===== config.mk =====
export PLATFORM = sky130hd
export DESIGN_NAME = button_ctrl
export DESIGN_NICKNAME = d
export VERILOG_FILES = /design/src/rtl/button_pkg.sv /design/src/rtl/btn_debounce.sv /design/src/rtl/button_ctrl.sv
export SDC_FILE = /design/constraint.sdc
export NUM_CORES = 1
export LEC_CHECK = 0
export BUFFER_PORTS_ARGS = -buffer_cell sky130_fd_sc_hd__buf_2
export CAP_MARGIN = 20
export CORE_MARGIN = 2
export CORE_UTILIZATION = 40
export DETAILED_ROUTE_END_ITERATION = 6
export PLACE_DENSITY_LB_ADDON = 0.05
export REMOVE_ABC_BUFFERS = 1
export SETUP_SLACK_MARGIN = 0.5
export SKIP_LAST_GASP = 1
export SYNTH_ARGS = -nofsm -noshare
export SYNTH_HDL_FRONTEND = slang
export SYNTH_SLANG_ARGS = --single-unit

===== constraint.sdc =====
create_clock -name clk -period 2.8 [get_ports clk]
set_clock_uncertainty 0.05 [all_clocks]
set_input_delay 0.14 -clock clk [delete_from_list [all_inputs] [get_ports clk]]
set_output_delay 0.14 -clock clk [all_outputs]
set_load 0.005 [all_outputs]

===== src/rtl/button_pkg.sv =====
// Shared definitions for the button controller: register map selectors decoded from addr[3:2].
// No timing or flow control lives here; every user imports it.
package button_pkg;

    typedef enum logic [1:0] {
        REG_STATE        = 2'd0,
        REG_PRESS_PEND   = 2'd1,
        REG_IRQ_EN       = 2'd2,
        REG_RELEASE_PEND = 2'd3
    } reg_sel_e;

endpackage


===== src/rtl/btn_debounce.sv =====
// One button channel: 2-flop synchronizer plus stable-count debounce, with rise/fall pulses.
// Latency: 2 sync cycles + DEBOUNCE_CYCLES stable cycles; backpressure: none, free running.
module btn_debounce #(
    parameter int unsigned DEBOUNCE_CYCLES = 1000000
) (
    input  logic clk,
    input  logic rst_n,
    input  logic btn_raw,
    output logic level,
    output logic rise,
    output logic fall
);

    localparam int unsigned CNT_W = $clog2(DEBOUNCE_CYCLES);
    localparam logic [CNT_W-1:0] CNT_MAX = CNT_W'(DEBOUNCE_CYCLES - 1);

    logic             sync1_q, sync1_d;
    logic             sync2_q, sync2_d;
    logic             level_q, level_d;
    logic [CNT_W-1:0] cnt_q, cnt_d;
    logic             flip;

    always_comb begin
        sync1_d = btn_raw;
        sync2_d = sync1_q;
        level_d = level_q;
        cnt_d   = '0;
        flip    = 1'b0;
        // Counter only runs while the synced input disagrees; any agreement restarts it.
        if (sync2_q != level_q) begin
            if (cnt_q == CNT_MAX) begin
                flip    = 1'b1;
                level_d = ~level_q;
            end else begin
                cnt_d = cnt_q + 1'b1;
            end
        end
    end

    always_ff @(posedge clk or negedge rst_n) begin
        if (!rst_n) begin
            sync1_q <= 1'b0;
            sync2_q <= 1'b0;
            level_q <= 1'b0;
            cnt_q   <= '0;
        end else begin
            sync1_q <= sync1_d;
            sync2_q <= sync2_d;
            level_q <= level_d;
            cnt_q   <= cnt_d;
        end
    end

    assign level = level_q;
    assign rise  = flip & ~level_q;
    assign fall  = flip &  level_q;

endmodule


===== src/rtl/button_ctrl.sv =====
// Debounced button bank with sticky press (and, under BUTTON_RELEASE_EVT_EN, release) flags and masked irq.
// Read data registered, 1-cycle latency; no backpressure, writes are single-cycle strobes.
module button_ctrl
    import button_pkg::*;
#(
    parameter int unsigned NUM_BTN         = 5,
    parameter int unsigned DEBOUNCE_CYCLES = 1000000
) (
    input  logic               clk,
    input  logic               rst_n,
    input  logic [31:0]        addr,
    input  logic               we,
    input  logic [31:0]        wdata,
    input  logic [NUM_BTN-1:0] button_input,
    output logic [31:0]        rdata,
    output logic               irq
);

    logic [NUM_BTN-1:0] level;
    logic [NUM_BTN-1:0] rise;
    logic [NUM_BTN-1:0] fall;

    for (genvar i = 0; i < NUM_BTN; i++) begin : g_btn
        btn_debounce #(
            .DEBOUNCE_CYCLES(DEBOUNCE_CYCLES)
        ) u_debounce (
            .clk    (clk),
            .rst_n  (rst_n),
            .btn_raw(button_input[i]),
            .level  (level[i]),
            .rise   (rise[i]),
            .fall   (fall[i])
        );
    end

    reg_sel_e           sel;
    logic [NUM_BTN-1:0] press_pend_q, press_pend_d;
    logic [NUM_BTN-1:0] irq_en_q, irq_en_d;
    logic [NUM_BTN-1:0] rel_pend;
    logic [31:0]        rdata_q, rdata_d;
    logic [NUM_BTN-1:0] rd_val;

    assign sel = reg_sel_e'(addr[3:2]);

`ifdef BUTTON_RELEASE_EVT_EN
    logic [NUM_BTN-1:0] rel_pend_q, rel_pend_d;

    always_comb begin
        rel_pend_d = rel_pend_q;
        if (we && sel == REG_RELEASE_PEND) begin
            rel_pend_d = rel_pend_q & ~wdata[NUM_BTN-1:0];
        end
        rel_pend_d = rel_pend_d | fall;
    end

    always_ff @(posedge clk or negedge rst_n) begin
        if (!rst_n) begin
            rel_pend_q <= '0;
        end else begin
            rel_pend_q <= rel_pend_d;
        end
    end

    assign rel_pend = rel_pend_q;
`else
    assign rel_pend = '0;
`endif

    always_comb begin
        press_pend_d = press_pend_q;
        if (we && sel == REG_PRESS_PEND) begin
            press_pend_d = press_pend_q & ~wdata[NUM_BTN-1:0];
        end
        // A new press must never be lost to a clear issued in the same cycle.
        press_pend_d = press_pend_d | rise;

        irq_en_d = irq_en_q;
        if (we && sel == REG_IRQ_EN) begin
            irq_en_d = wdata[NUM_BTN-1:0];
        end

        case (sel)
            REG_STATE:      rd_val = level;
            REG_PRESS_PEND: rd_val = press_pend_q;
            REG_IRQ_EN:     rd_val = irq_en_q;
            default:        rd_val = rel_pend;
        endcase
        rdata_d              = '0;
        rdata_d[NUM_BTN-1:0] = rd_val;
    end

    always_ff @(posedge clk or negedge rst_n) begin
        if (!rst_n) begin
            press_pend_q <= '0;
            irq_en_q     <= '0;
            rdata_q      <= '0;
        end else begin
            press_pend_q <= press_pend_d;
            irq_en_q     <= irq_en_d;
            rdata_q      <= rdata_d;
        end
    end

    assign rdata = rdata_q;
    // Built only from flops so bus inputs never reach irq combinationally.
    assign irq   = |((press_pend_q | rel_pend) & irq_en_q);

    logic unused_bits;
    assign unused_bits = ^{addr[31:4], addr[1:0], wdata, fall};

endmodule


==> flow_summary.rst <==
.. list-table::
   :header-rows: 1

   * - Metric
     - Value
   * - R2r worst-path depth
     - 4
   * - Clock latency at the later pin of the worst-skew pair
     - a little over 400 ps
   * - Period utilisation layout
     - 81.3%
   * - Part of the Yosys area used for sequential elements
     - 51.4%
   * - Wire length of the first global-routing pass
     - 21.2 mm
   * - Endpoint of the worst-slack reg-to-reg timing path
     - g_btn[4].u_debounce.level$_DFFE_PN0P_
   * - Share of synthesized flip-flops with an asynchronous set or reset
     - 100%
   * - Synth Flop Type
     - dfrtp_1
   * - Class of the tightest hold or removal check
     - input pin to register
   * - Number of warning messages in the yosys log
     - 0
   * - Die ar.
     - around 17000 um2
   * - Setup Viol. Count Final
     - 0
   * - Most common library cell in the layout ignoring fill and taps
     - dfrtp_1
   * - Die Width
     - ~130 um
   * - Global Route Usage Sum
     - 15.9%
   * - Category of the critical setup timing path
     - register to register
   * - Mean post-synth cell area
     - 9.95 um2
   * - Final HPWL from detailed placement
     - about 8.3 mm
   * - Number of enable flip-flop cells after synthesis
     - 0
   * - Required time of the critical path
     - approximately 3000 ps
   * - Total congestion overflow
     - 0
   * - Remaining max-slew budget at the tightest pin
     - 56.4%
   * - Status
     - complete, no violations
   * - Total negative slack for setup checks
     - 0 ps
   * - Detailed-route via count
     - 4564
   * - Layout-stage area growth over the synthesis result
     - 17.1%
   * - Maximum fanout along the worst path
     - 4
   * - Power density of the placed cells
     - 605 nW/um2
   * - Flop-to-flop setup slack
     - between 500 and 600 ps
   * - Antenna Nets Post-Route
     - 0
   * - First-pass iteration count of the detailed router
     - 5
   * - Final Hold Violating Endpoints
     - 0
   * - Row count
     - 45
   * - Cts bufs inserted
     - 17
   * - Effective utilization at floorplan
     - 41.3%
   * - Final-layout fill cell count
     - 1457
   * - Critical path launch point type
     - register
   * - Final layout net count
     - between 700 and 800
   * - Hold wc startpoint
     - addr[2]
   * - Peak VDD IR
     - around 420 uV
   * - Distinct cell type count after synthesis
     - 48
   * - Critical path startpoint
     - g_btn[4].u_debounce.cnt_q[11]$_DFF_PN0_
   * - Die extent in y
     - between 100 and 150 um
   * - Endpoint, Worst Hold
     - rdata[0]$_DFF_PN0_
   * - Critical R2R Launch
     - g_btn[4].u_debounce.cnt_q[11]$_DFF_PN0_
   * - Maximum clock frequency
     - roughly 0.44 GHz
   * - # port buffers
     - 20
   * - Clock Tree Buf Depth
     - 2
   * - Setup repair after global routing missed its margin
     - true
   * - Cell at the root of the clock tree
     - clkbuf_16
   * - Clock edge transition at the registers on the reported setup and hold paths
     - 60 ps
   * - Final count of pins violating max slew
     - 0
   * - Flip-flop and latch count after synthesis
     - 130
   * - Leakage power figure
     - 3.07 nW
   * - Arrival time reported for the critical path endpoint
     - approximately 2500 ps
   * - Average detailed-routed wire length per instance
     - approximately 14 um
   * - Gpl congestion
     - 0.811
   * - Worst hold stages
     - 3
   * - Fraction of final layout cells with drive strength greater than 1
     - 12.4%
   * - H-tree depth
     - 4
   * - CTS tree
     - done
   * - Core outline area
     - 15300 um2
   * - Total placed cells including tap cells
     - 862
   * - Antenna violations before repair
     - 0
   * - Largest net degree at the start of global routing
     - 71
   * - Clock sinks
     - 130
   * - Fin util
     - 48.4%
   * - DRC violation count after routing
     - 0
   * - Cell Count, Final, Fillers Out
     - ~900
   * - Most used cells in the layout excluding fill and tap cells
     - 130 x dfrtp_1, 81 x nor2_1, 46 x xnor2_1
   * - Count of antenna diodes in the layout
     - 0
   * - Vias in the first global route
     - 4426
   * - Vias per Instance
     - 5.02
   * - Drt total wl
     - between 10 and 15 mm
   * - Gate count after technology mapping
     - approximately 640
   * - Iteration-0 DRC Markers
     - roughly 220
   * - Type of element capturing the critical path
     - register
   * - Worst Max-Slew Pin Slew
     - 654 ps
   * - Number of top-level pins
     - ~110
   * - Total standard cell area after synthesis
     - 6330 um2
   * - Clock period minus final worst setup slack
     - 2280 ps
   * - # Max-Cap Violations
     - 0
[sequential cells by signal, summed over array words and instances, names as in the netlist]
signal / cells
g_btn.u_debounce.level: 5
g_btn.u_debounce.sync1_q: 5
rdata: 5
irq_en_q: 5
press_pend_q: 5
g_btn.u_debounce.cnt_q: 100
g_btn.u_debounce.sync2_q: 5
[kinds of logic (layout without fill, tap and decap cells)]
group | Yosys count | in the layout | share of synthesized area [%]
XOR/XNOR | 69 | 69 | 9.55
buffers and inverters | 61 | 98 | 5.38
AND/OR/NAND/NOR | 282 | 282 | 23.3
AO/OA/AOI/OAI | 78 | 78 | 7.57
flip-flops | 130 | 130 | 51.4
other | 1 | 27 | 0.0593
multiplexers | 10 | 10 | 1.74
adder cells (fa/ha/maj) | 5 | 5 | 0.989
[worst max-delay path, stage by stage (launching register included)]
cell	delay [ps]
dfrtp_1	410
or4bb_1	510
or4_4	530
or3_4	360
mux2_4	300
[repair_timing]
| action | 4_1_cts | 5_1_grt |
|---|---|---|
| hold buffers | 12 | 0 |
| gates resized for setup | 0 | 2 |
| hold endpoints to repair | 80 | 0 |
| setup buffers | 2 | 2 |
| setup endpoints to repair | 1 | 16 |
| pin swaps | 0 | 2 |
| cloned | 0 | 0 |
[routing by layer]
layer  GRT usage (%)  routed length [um]
met1            21.2                6020
met2            25.3                5970
met3            3.90                 341
met4            6.14                  81
met5               0                   0
[worst max path at each step]
stage / endpoint
after floorplan: g_btn[2].u_debounce.cnt_q[10]$_DFF_PN0_
after global placement: g_btn[4].u_debounce.level$_DFFE_PN0P_
after detailed placement: g_btn[4].u_debounce.level$_DFFE_PN0P_
after CTS: g_btn[4].u_debounce.level$_DFFE_PN0P_
after global routing: g_btn[4].u_debounce.level$_DFFE_PN0P_
final: g_btn[4].u_debounce.level$_DFFE_PN0P_
[synth_stat cells (all sizes together) (5+ instances only)]
cell type / n / area, um2
a21oi: 25 / 125
and3: 14 / 88.8
buf: 31 / 228
clkbuf: 8 / 30.0
dfrtp: 130 / 3250
ha: 5 / 62.6
inv: 22 / 82.6
mux2: 5 / 60.1
mux2i: 5 / 50.1
nand2: 41 / 154
nand2b: 6 / 37.5
nand3: 32 / 160
nand4: 24 / 150
nor2: 81 / 304
nor3: 14 / 70.1
nor4: 17 / 106
o21ai: 33 / 165
o31ai: 13 / 126
or3: 20 / 131
or4: 13 / 101
xnor2: 46 / 403
xor2: 23 / 201
[power breakdown]
group / leakage, nW / switching [W] / internal, W / total [W]
Clock: 0.309 / 0.000812 / 0.00154 / 0.00235
Sequential: 1.77 / 0.0000350 / 0.00193 / 0.00196
Combinational: 0.993 / 0.000113 / 0.0000656 / 0.000179
[metrics by stage]
step	total power, W	area [um2]	worst slack, ps	hold WS (ps)
after CTS	0.00457	7380	502	122
final	0.00449	7410	524	138
after global routing	0.00469	7410	484	157
after floorplan	0.00206	6170	437	-206
after global placement	0.00216	6620	468	153
after detailed placement	0.00217	6620	464	157
[area by class of cell]
cell class	instances	area (um2)	area share [%]
Timing Repair Buffer	44	329	4.44
Sequential cell	130	3250	43.9
Tap cell	211	264	3.56
Clock buffer	19	453	6.11
Clock inverter	13	181	2.45
Multi-Input combinational cell	471	2850	38.4
Inverter	22	82.6	1.11
(Power assumes the default switching activity.)
